## src/rtl/cpu_types_pkg.sv

```systemverilog
// Shared CPU-side memory types: RAM status encoding and the 32-bit word.
// No logic and no latency; the type definitions carry no flow control.
package cpu_types_pkg;

    typedef logic [31:0] word_t;

    typedef enum logic [1:0] {
        FREE   = 2'd0,
        BUSY   = 2'd1,
        ACCESS = 2'd2,
        ERROR  = 2'd3
    } ramstate_t;

endpackage

```

## src/rtl/mem_arbiter_if.sv

```systemverilog
// Cache/RAM request bus around the arbiter: master = arbiter, slave = caches plus RAM.
// Pure wiring; the caches hold their requests until their wait drops, and the RAM paces grants with ramstate.
interface mem_arbiter_if;
    import cpu_types_pkg::*;

    logic      iREN;
    word_t     iaddr;
    logic      dREN;
    logic      dWEN;
    word_t     daddr;
    word_t     dstore;
    logic      iwait;
    word_t     iload;
    logic      dwait;
    word_t     dload;
    logic      ramREN;
    logic      ramWEN;
    word_t     ramaddr;
    word_t     ramstore;
    word_t     ramload;
    ramstate_t ramstate;

    modport master (
        input  iREN, iaddr, dREN, dWEN, daddr, dstore, ramload, ramstate,
        output iwait, iload, dwait, dload, ramREN, ramWEN, ramaddr, ramstore
    );

    modport slave (
        output iREN, iaddr, dREN, dWEN, daddr, dstore, ramload, ramstate,
        input  iwait, iload, dwait, dload, ramREN, ramWEN, ramaddr, ramstore
    );

endinterface

```

## src/rtl/mem_arbiter.sv

```systemverilog
// Single-port RAM arbiter, data-priority with bounded instruction starvation; 2-cycle min latency.
// Each RAM BUSY/ERROR cycle holds the grant one more cycle; withdrawn requests release the RAM without a response.
module mem_arbiter
    import cpu_types_pkg::*;
#(
    parameter int STARVE_MAX = 4
) (
    input  logic         CLK,
    input  logic         nRST,
    mem_arbiter_if.master bus
);

    localparam int CW = $clog2(STARVE_MAX + 1);
    localparam logic [CW-1:0] SMAX = CW'(STARVE_MAX);

    localparam logic [1:0] IDLE   = 2'd0;
    localparam logic [1:0] DGRANT = 2'd1;
    localparam logic [1:0] IGRANT = 2'd2;

    logic [1:0]    state, state_nxt;
    logic [CW-1:0] starve_cnt, starve_nxt;
    logic          dreq;
    logic          access;
    logic          forced;

    always_ff @(posedge CLK or negedge nRST) begin
        if (!nRST) begin
            state      <= IDLE;
            starve_cnt <= '0;
        end else begin
            state      <= state_nxt;
            starve_cnt <= starve_nxt;
        end
    end

    always_comb begin
        dreq   = bus.dREN | bus.dWEN;
        access = (bus.ramstate == ACCESS);
        // The pending fetch has watched STARVE_MAX data grants go by; it wins this arbitration.
        forced = (starve_cnt == SMAX) && bus.iREN;

        state_nxt    = state;
        starve_nxt   = starve_cnt;
        bus.ramREN   = 1'b0;
        bus.ramWEN   = 1'b0;
        bus.ramaddr  = '0;
        bus.ramstore = '0;
        bus.iwait    = 1'b1;
        bus.dwait    = 1'b1;
        bus.iload    = '0;
        bus.dload    = '0;

        case (state)
            IDLE: begin
                if (!bus.iREN) begin
                    starve_nxt = '0;
                end
                if (dreq && !forced) begin
                    state_nxt = DGRANT;
                end else if (bus.iREN) begin
                    state_nxt = IGRANT;
                end
            end

            DGRANT: begin
                bus.ramaddr  = bus.daddr;
                bus.ramstore = bus.dstore;
                bus.ramWEN   = bus.dWEN;
                bus.ramREN   = bus.dREN & ~bus.dWEN;
                if (access) begin
                    bus.dload = bus.ramload;
                end
                if (!dreq) begin
                    state_nxt = IDLE;
                end else if (access) begin
                    bus.dwait = 1'b0;
                    state_nxt = IDLE;
                    if (bus.iREN && (starve_cnt != SMAX)) begin
                        starve_nxt = starve_cnt + CW'(1);
                    end
                end
            end

            IGRANT: begin
                bus.ramaddr = bus.iaddr;
                bus.ramREN  = bus.iREN;
                if (access) begin
                    bus.iload = bus.ramload;
                end
                if (!bus.iREN) begin
                    state_nxt = IDLE;
                end else if (access) begin
                    bus.iwait  = 1'b0;
                    state_nxt  = IDLE;
                    starve_nxt = '0;
                end
            end

            default: state_nxt = IDLE;
        endcase
    end

endmodule

```

## src/flat_wrapper.sv

```systemverilog
// flat-port wrapper written by rule: the top's interface ports become plain ports
module mem_arbiter_flat import cpu_types_pkg::*;
#(
    parameter int STARVE_MAX = 4
)
  (CLK, nRST, bus_iREN, bus_iaddr, bus_dREN, bus_dWEN, bus_daddr, bus_dstore, bus_ramload, bus_ramstate, bus_iwait, bus_iload, bus_dwait, bus_dload, bus_ramREN, bus_ramWEN, bus_ramaddr, bus_ramstore);
  mem_arbiter_if bus_i ();
  input  logic CLK;
  input  logic nRST;
  input wire logic [$bits(bus_i.iREN)-1:0] bus_iREN;
  input wire logic [$bits(bus_i.iaddr)-1:0] bus_iaddr;
  input wire logic [$bits(bus_i.dREN)-1:0] bus_dREN;
  input wire logic [$bits(bus_i.dWEN)-1:0] bus_dWEN;
  input wire logic [$bits(bus_i.daddr)-1:0] bus_daddr;
  input wire logic [$bits(bus_i.dstore)-1:0] bus_dstore;
  input wire logic [$bits(bus_i.ramload)-1:0] bus_ramload;
  input wire logic [$bits(bus_i.ramstate)-1:0] bus_ramstate;
  output wire logic [$bits(bus_i.iwait)-1:0] bus_iwait;
  output wire logic [$bits(bus_i.iload)-1:0] bus_iload;
  output wire logic [$bits(bus_i.dwait)-1:0] bus_dwait;
  output wire logic [$bits(bus_i.dload)-1:0] bus_dload;
  output wire logic [$bits(bus_i.ramREN)-1:0] bus_ramREN;
  output wire logic [$bits(bus_i.ramWEN)-1:0] bus_ramWEN;
  output wire logic [$bits(bus_i.ramaddr)-1:0] bus_ramaddr;
  output wire logic [$bits(bus_i.ramstore)-1:0] bus_ramstore;
  assign bus_i.iREN = bus_iREN;
  assign bus_i.iaddr = bus_iaddr;
  assign bus_i.dREN = bus_dREN;
  assign bus_i.dWEN = bus_dWEN;
  assign bus_i.daddr = bus_daddr;
  assign bus_i.dstore = bus_dstore;
  assign bus_i.ramload = bus_ramload;
  assign bus_i.ramstate = bus_ramstate;
  assign bus_iwait = bus_i.iwait;
  assign bus_iload = bus_i.iload;
  assign bus_dwait = bus_i.dwait;
  assign bus_dload = bus_i.dload;
  assign bus_ramREN = bus_i.ramREN;
  assign bus_ramWEN = bus_i.ramWEN;
  assign bus_ramaddr = bus_i.ramaddr;
  assign bus_ramstore = bus_i.ramstore;
  mem_arbiter #(.STARVE_MAX(STARVE_MAX)) u_core (.CLK(CLK), .nRST(nRST), .bus(bus_i));
endmodule
```

## config.mk

```make
export PLATFORM = sky130hd
export DESIGN_NAME = mem_arbiter_flat
export DESIGN_NICKNAME = d
export VERILOG_FILES = /design/src/rtl/cpu_types_pkg.sv /design/src/rtl/mem_arbiter_if.sv /design/src/rtl/mem_arbiter.sv /design/src/flat_wrapper.sv
export SDC_FILE = /design/constraint.sdc
export NUM_CORES = 1
export LEC_CHECK = 0
export CORE_AREA = 10 10 96 98
export CTS_BUF_LIST = sky130_fd_sc_hd__clkbuf_8
export DETAILED_ROUTE_END_ITERATION = 16
export DIE_AREA = 0 0 106 108
export PLACE_DENSITY = 0.81
export SLEW_MARGIN = 20
export SYNTH_ARGS = -nofsm -noshare
export SYNTH_HDL_FRONTEND = slang
export SYNTH_SLANG_ARGS = --single-unit
```

## constraint.sdc

```tcl
create_clock -name CLK -period 3.9 [get_ports CLK]
set_clock_uncertainty 0.05 [all_clocks]
set_input_delay 0.78 -clock CLK [delete_from_list [all_inputs] [get_ports CLK]]
set_output_delay 0.78 -clock CLK [all_outputs]
set_load 0.05 [all_outputs]
```

======== Yosys cells after proc, flatten, opt, wreduce, memory -nomap -nowiden ========
Cells that the tools add are included.
operators by class
  $add $sub $neg .......................... 1
  eq/ne operators ......................... 12
  muxes and demuxes ....................... 25
  bitwise logic cells ..................... 3
  reductions and logical operators ........ 7
operator list
  operator                                              count
  two-way mux 32 bit                                    4
  one-hot mux 32 bit (2 select lines)                   1
  two-way mux 3 bit                                     6
  two-way mux 2 bit                                     5
  one-hot mux 3 bit (3 select lines)                    1
  != test 2 x 1 -> 1 bit (second input constant)        4
  AND reduction 7 bit                                   1
  two-way mux 1 bit                                     6
  one-hot mux 2 bit (3 select lines)                    1
  equality test 2 bit (second input constant)           2
  != test 2 bit (second input constant)                 2
  adder 3 x 1 -> 3 bit (second input constant)          1
  equality test 3 bit (second input constant)           1
  logical AND 1 bit                                     3
  != test 3 x 2 -> 1 bit (second input constant)        1
  != test 3 bit (second input constant)                 1
  nonzero test 3 bit                                    1
  equality test 2 x 1 -> 1 bit (second input constant)  1
  zero test 2 bit                                       1
  one-hot mux 1 bit (2 select lines)                    1
  bitwise AND 1 bit                                     1
  zero test 1 bit                                       1
  NOT 1 bit                                             1
  OR 1 bit                                              1
word-level totals
  register bits ........................... 5
  bits of input ports ..................... 135
  logic and storage cells ................. 50

======== Depth between registers and ports, before layout ========
  depth after elaboration ................. 6
  gate-level depth with buffers ........... 7
  gate-level depth less buffers ........... 5

======== Worst setup path before layout ========
OpenSTA, ideal clock, no wires.
  path kind ............................... input -> output
  start point ............................. input bus_dREN
  end point ............................... output bus_dwait
  arrival ................................. 2030 ps
  data required time ...................... 3070 ps
  setup slack ............................. 1040 ps
  cell stages on the path ................. 2
  path buffers ............................ 1
  path through ............................ buf_4 o21ai_0
between the ends
  cells in the longest elaborated chain, start to end .. 3
ends and longest elaborated chain
  what                line                source
  start: declaration  flat_wrapper.sv:12  input wire logic [$bits(bus_i.dREN)-1:0] bus_dREN;
  OR 1 bit            mem_arbiter.sv:37   dreq = bus.dREN | bus.dWEN;
  two-way mux 1 bit   mem_arbiter.sv:73   if (!dreq) begin
  two-way mux 1 bit   mem_arbiter.sv:53   case (state)
  end: declaration    flat_wrapper.sv:20  output wire logic [$bits(bus_i.dwait)-1:0] bus_dwait;
No other way between the ends.

======== Worst setup path in the final report ========
  start point ............................. register u_core.state[1]
  end point ............................... output bus_ramstore[31]
between the ends
  cells in the longest elaborated chain, start to end .. 2
ends and longest elaborated chain
  what                          line                source
  start: declaration            mem_arbiter.sv:20   logic [1:0] state, state_nxt;
  start signal: assignment      mem_arbiter.sv:31   state <= state_nxt;
  equality test 2 x 1 -> 1 bit  mem_arbiter.sv:53
  two-way mux 32 bit            mem_arbiter.sv:53
  end: declaration              flat_wrapper.sv:25  output wire logic [$bits(bus_i.ramstore)-1:0] bus_ramstore;
No other way between the ends.

==> summary.txt <==
Outcome = finished clean
Fmax = 273 MHz
CTS Hold Bufs = 0
Starting Density = 0.219
Max-Cap Viols = 0
Area of the die = 0.0114 mm²
GRT Util Overall = 0.183
Synthesized flop and latch total = 5
Final setup vio count = 0
CTS tree = built
CTS Buf Count = 3
Final hold vios = 0
Antenna violations before repair = 0
Crit end category = primary output
Port Buffers = 266
Total Negative Setup Slacks = 0 ns
Pwr Density = 488 mW/mm²
Startpoint types = register
Routability cong. = 0.824
Hold_ws = 0.482 ns
Final ANT Viol Nets = 0
Leakage = 1.97 nW
First-pass GRT wire length = 16800 µm
DRC = 0
Pre-antenna DRT Iters = 5
Die W = 106 µm
Diode count = 0
Worst Reg-to-Reg Cells = 7
R2r setup slk = 1.36 ns
Crit Reg-Reg Endpoint = u_core.starve_cnt[2]
Synth top area share = 0.376
Dpl hpwl = 10300 µm
Crit path launch = u_core.state[1]
Worst setup path endpoint = bus_ramstore[31]
Drt total wl = 11500 µm
Drt wl/cell = 19.5 µm
Fillers = 598
Vias in the first global route = 2817
Die Y = 108 µm
TritonCTS Sinks = 5
Synth Cell Area = 0.00163 mm²
Core Box Area = 0.00745 mm²
Layout Utilization = 0.674
Slew headroom = 0.357
IR drop worst, VDD = 0.375 mV
# H-tree levels = 1
Slowest CP cell = ha_2
Post-layout nets = 630
Min-delay worst type = reg -> reg
Vias per cell = 4.56
Final global-route overflow total = 0
Netlist cell types = 33
CP max FO = 64
Crit-path cells = inv_1 > ha_2 > buf_4 > and2_1 > clkdlybuf4s50_1
Slowest cell delay on critical path = 0.82 ns
Synth area leader = and2_1
Least-Margin Pin Slew = 0.965 ns
Worst-path clk slew = 0.04 ns
Final Critical Period = 3.66 ns
Post-CTS Resized = 0
Top post-synthesis cells by area = and2_1, a22oi_1, nor2b_1
P&R area growth vs syn = 208%
CP delay by family, top = buffers and inverters
Synth warn = 0
Vias = 2690
Syn nets = 379
Kind of critical path = reg -> out
Num ports = 267
RSZ-0062 raised after global routing = false
Bufs on Longest Clock Path = 2
CTS root buffer = clkbuf_8
Crit share post-route = 0.939
Cells after Synth = 238
Buffers & Inverters on Critical Path = 3
Crit. path cell count = 5
Clk_lat worst skew = 0.22 ns
First DRT Iteration DRCs = 65
Seq/Total Area, Yosys = 0.0768
CP required = 3.07 ns
Largest net degree at the start of global routing = 65
Worst Path Arrival = 2.83 ns
Post-synthesis area per instance = 6.84 µm²
Power, Total = 2.45 mW
Post-CTS setup buffer count = 0
Fin. max-slew vios = 0
Layout cells sized above 1 = 0.172
Reg2Reg Launch Point = u_core.state[1]
# rows = 32
-- cells by family (layout without fill, tap and decap cells) --
family	Yosys count	in the layout	share of synthesized area
simple gates	144	144	0.551
compound gates	52	52	0.241
buf+inv	31	281	0.0845
fa+ha+maj	6	6	0.0461
flops	5	5	0.0768
-- Yosys cell counts, drive strengths merged --
cell	instances
o211ai	1
or4b	1
o2bb2ai	1
and3	1
a22o	2
a22oi	32
o221ai	1
buf	10
clkbuf	15
a31oi	3
a2bb2oi	1
nor2	1
or2	2
a221oi	2
o21ai	5
ha	6
and2	98
nor3b	1
nand2	3
nand3	1
dfrtp	5
nand4	1
o21a	1
a32o	1
a21oi	2
inv	6
and3b	1
nor2b	33
nand3b	1
-- cells in the final DEF, fill, tap and decap left out --
master           count
a21oi_1              2
a221oi_1             1
a221oi_2             1
a22o_1               2
a22oi_1             32
a2bb2oi_1            1
a31oi_1              3
a32o_1               1
and2_1              98
and3_1               1
and3b_1              1
buf_12              65
buf_4               12
clkbuf_8             3
clkdlybuf4s50_1    194
dfrtp_1              5
ha_1                 5
ha_2                 1
inv_1                7
nand2_1              3
nand3_1              1
nand3b_1             1
nand4_1              1
nor2_1               1
nor2b_1             33
nor3b_1              1
o211ai_1             1
o21a_1               1
o21ai_0              5
o221ai_1             1
o2bb2ai_2            1
or2_1                1
or2_2                1
or4b_1               1
-- metal layers --
| metal | global-route usage | wire length [µm] | share of wire |
|---|---|---|---|
| met4 | 0.0426 | 172 | 0.015 |
| met3 | 0.0857 | 1380 | 0.12 |
| met2 | 0.342 | 6010 | 0.52 |
| met5 | 0 | 0 | 0 |
| met1 | 0.181 | 3970 | 0.34 |
-- area by class of cell --
type	instances	area [µm²]	share of cell area
clock buffers	3	41.3	0.00822
clock inverters	1	3.75	0.000747
inverters	6	22.5	0.00448
multi-input cells	202	1370	0.273
flip-flops and latches	5	125	0.0249
well taps	102	128	0.0254
repair buffers	271	3330	0.664
-- worst min path at each step --
stage | start | to | slack [ns] | cells after the start
3_3_place_gp | u_core.starve_cnt[2] | u_core.starve_cnt[2] | 0.47 | 1
5_1_grt | u_core.starve_cnt[2] | u_core.starve_cnt[2] | 0.53 | 1
3_5_place_dp | u_core.starve_cnt[2] | u_core.starve_cnt[2] | 0.48 | 1
2_1_floorplan | nRST | u_core.starve_cnt[0] | 0.43 | 0
4_1_cts | u_core.starve_cnt[2] | u_core.starve_cnt[2] | 0.49 | 1
6_report | u_core.starve_cnt[2] | u_core.starve_cnt[2] | 0.48 | 1
-- power breakdown --
group | internal [mW] | leakage, nW | switching, mW | total (mW)
Combinational | 0.863 | 1.88 | 1.41 | 2.28
Clock | 0.0677 | 0.0269 | 0.0278 | 0.0955
Sequential | 0.0654 | 0.0665 | 0.0147 | 0.0801
Total | 0.996 | 1.97 | 1.46 | 2.45
-- registers in the layout (all words and copies together), names as in the netlist --
signal / cells
u_core.starve_cnt: 3
u_core.state: 2
-- worst register-to-register path, delay by kind of cell (launching register included) --
family / cells / cell delay, ns
fa+ha+maj: 1 / 0.82
buf+inv: 3 / 0.70
flops: 1 / 0.42
compound gates: 2 / 0.30
simple gates: 1 / 0.17
-- stage by stage --
step	instance area [µm²]	instances	setup WS (ns)
after global placement	4980	586	0.508
after CTS	5020	590	0.193
after global routing	5020	590	0.0712
final	5020	590	0.237
after floorplan	1630	238	1.04
after detailed placement	4980	586	0.434
Note: power is estimated with default switching activity, not from simulation.
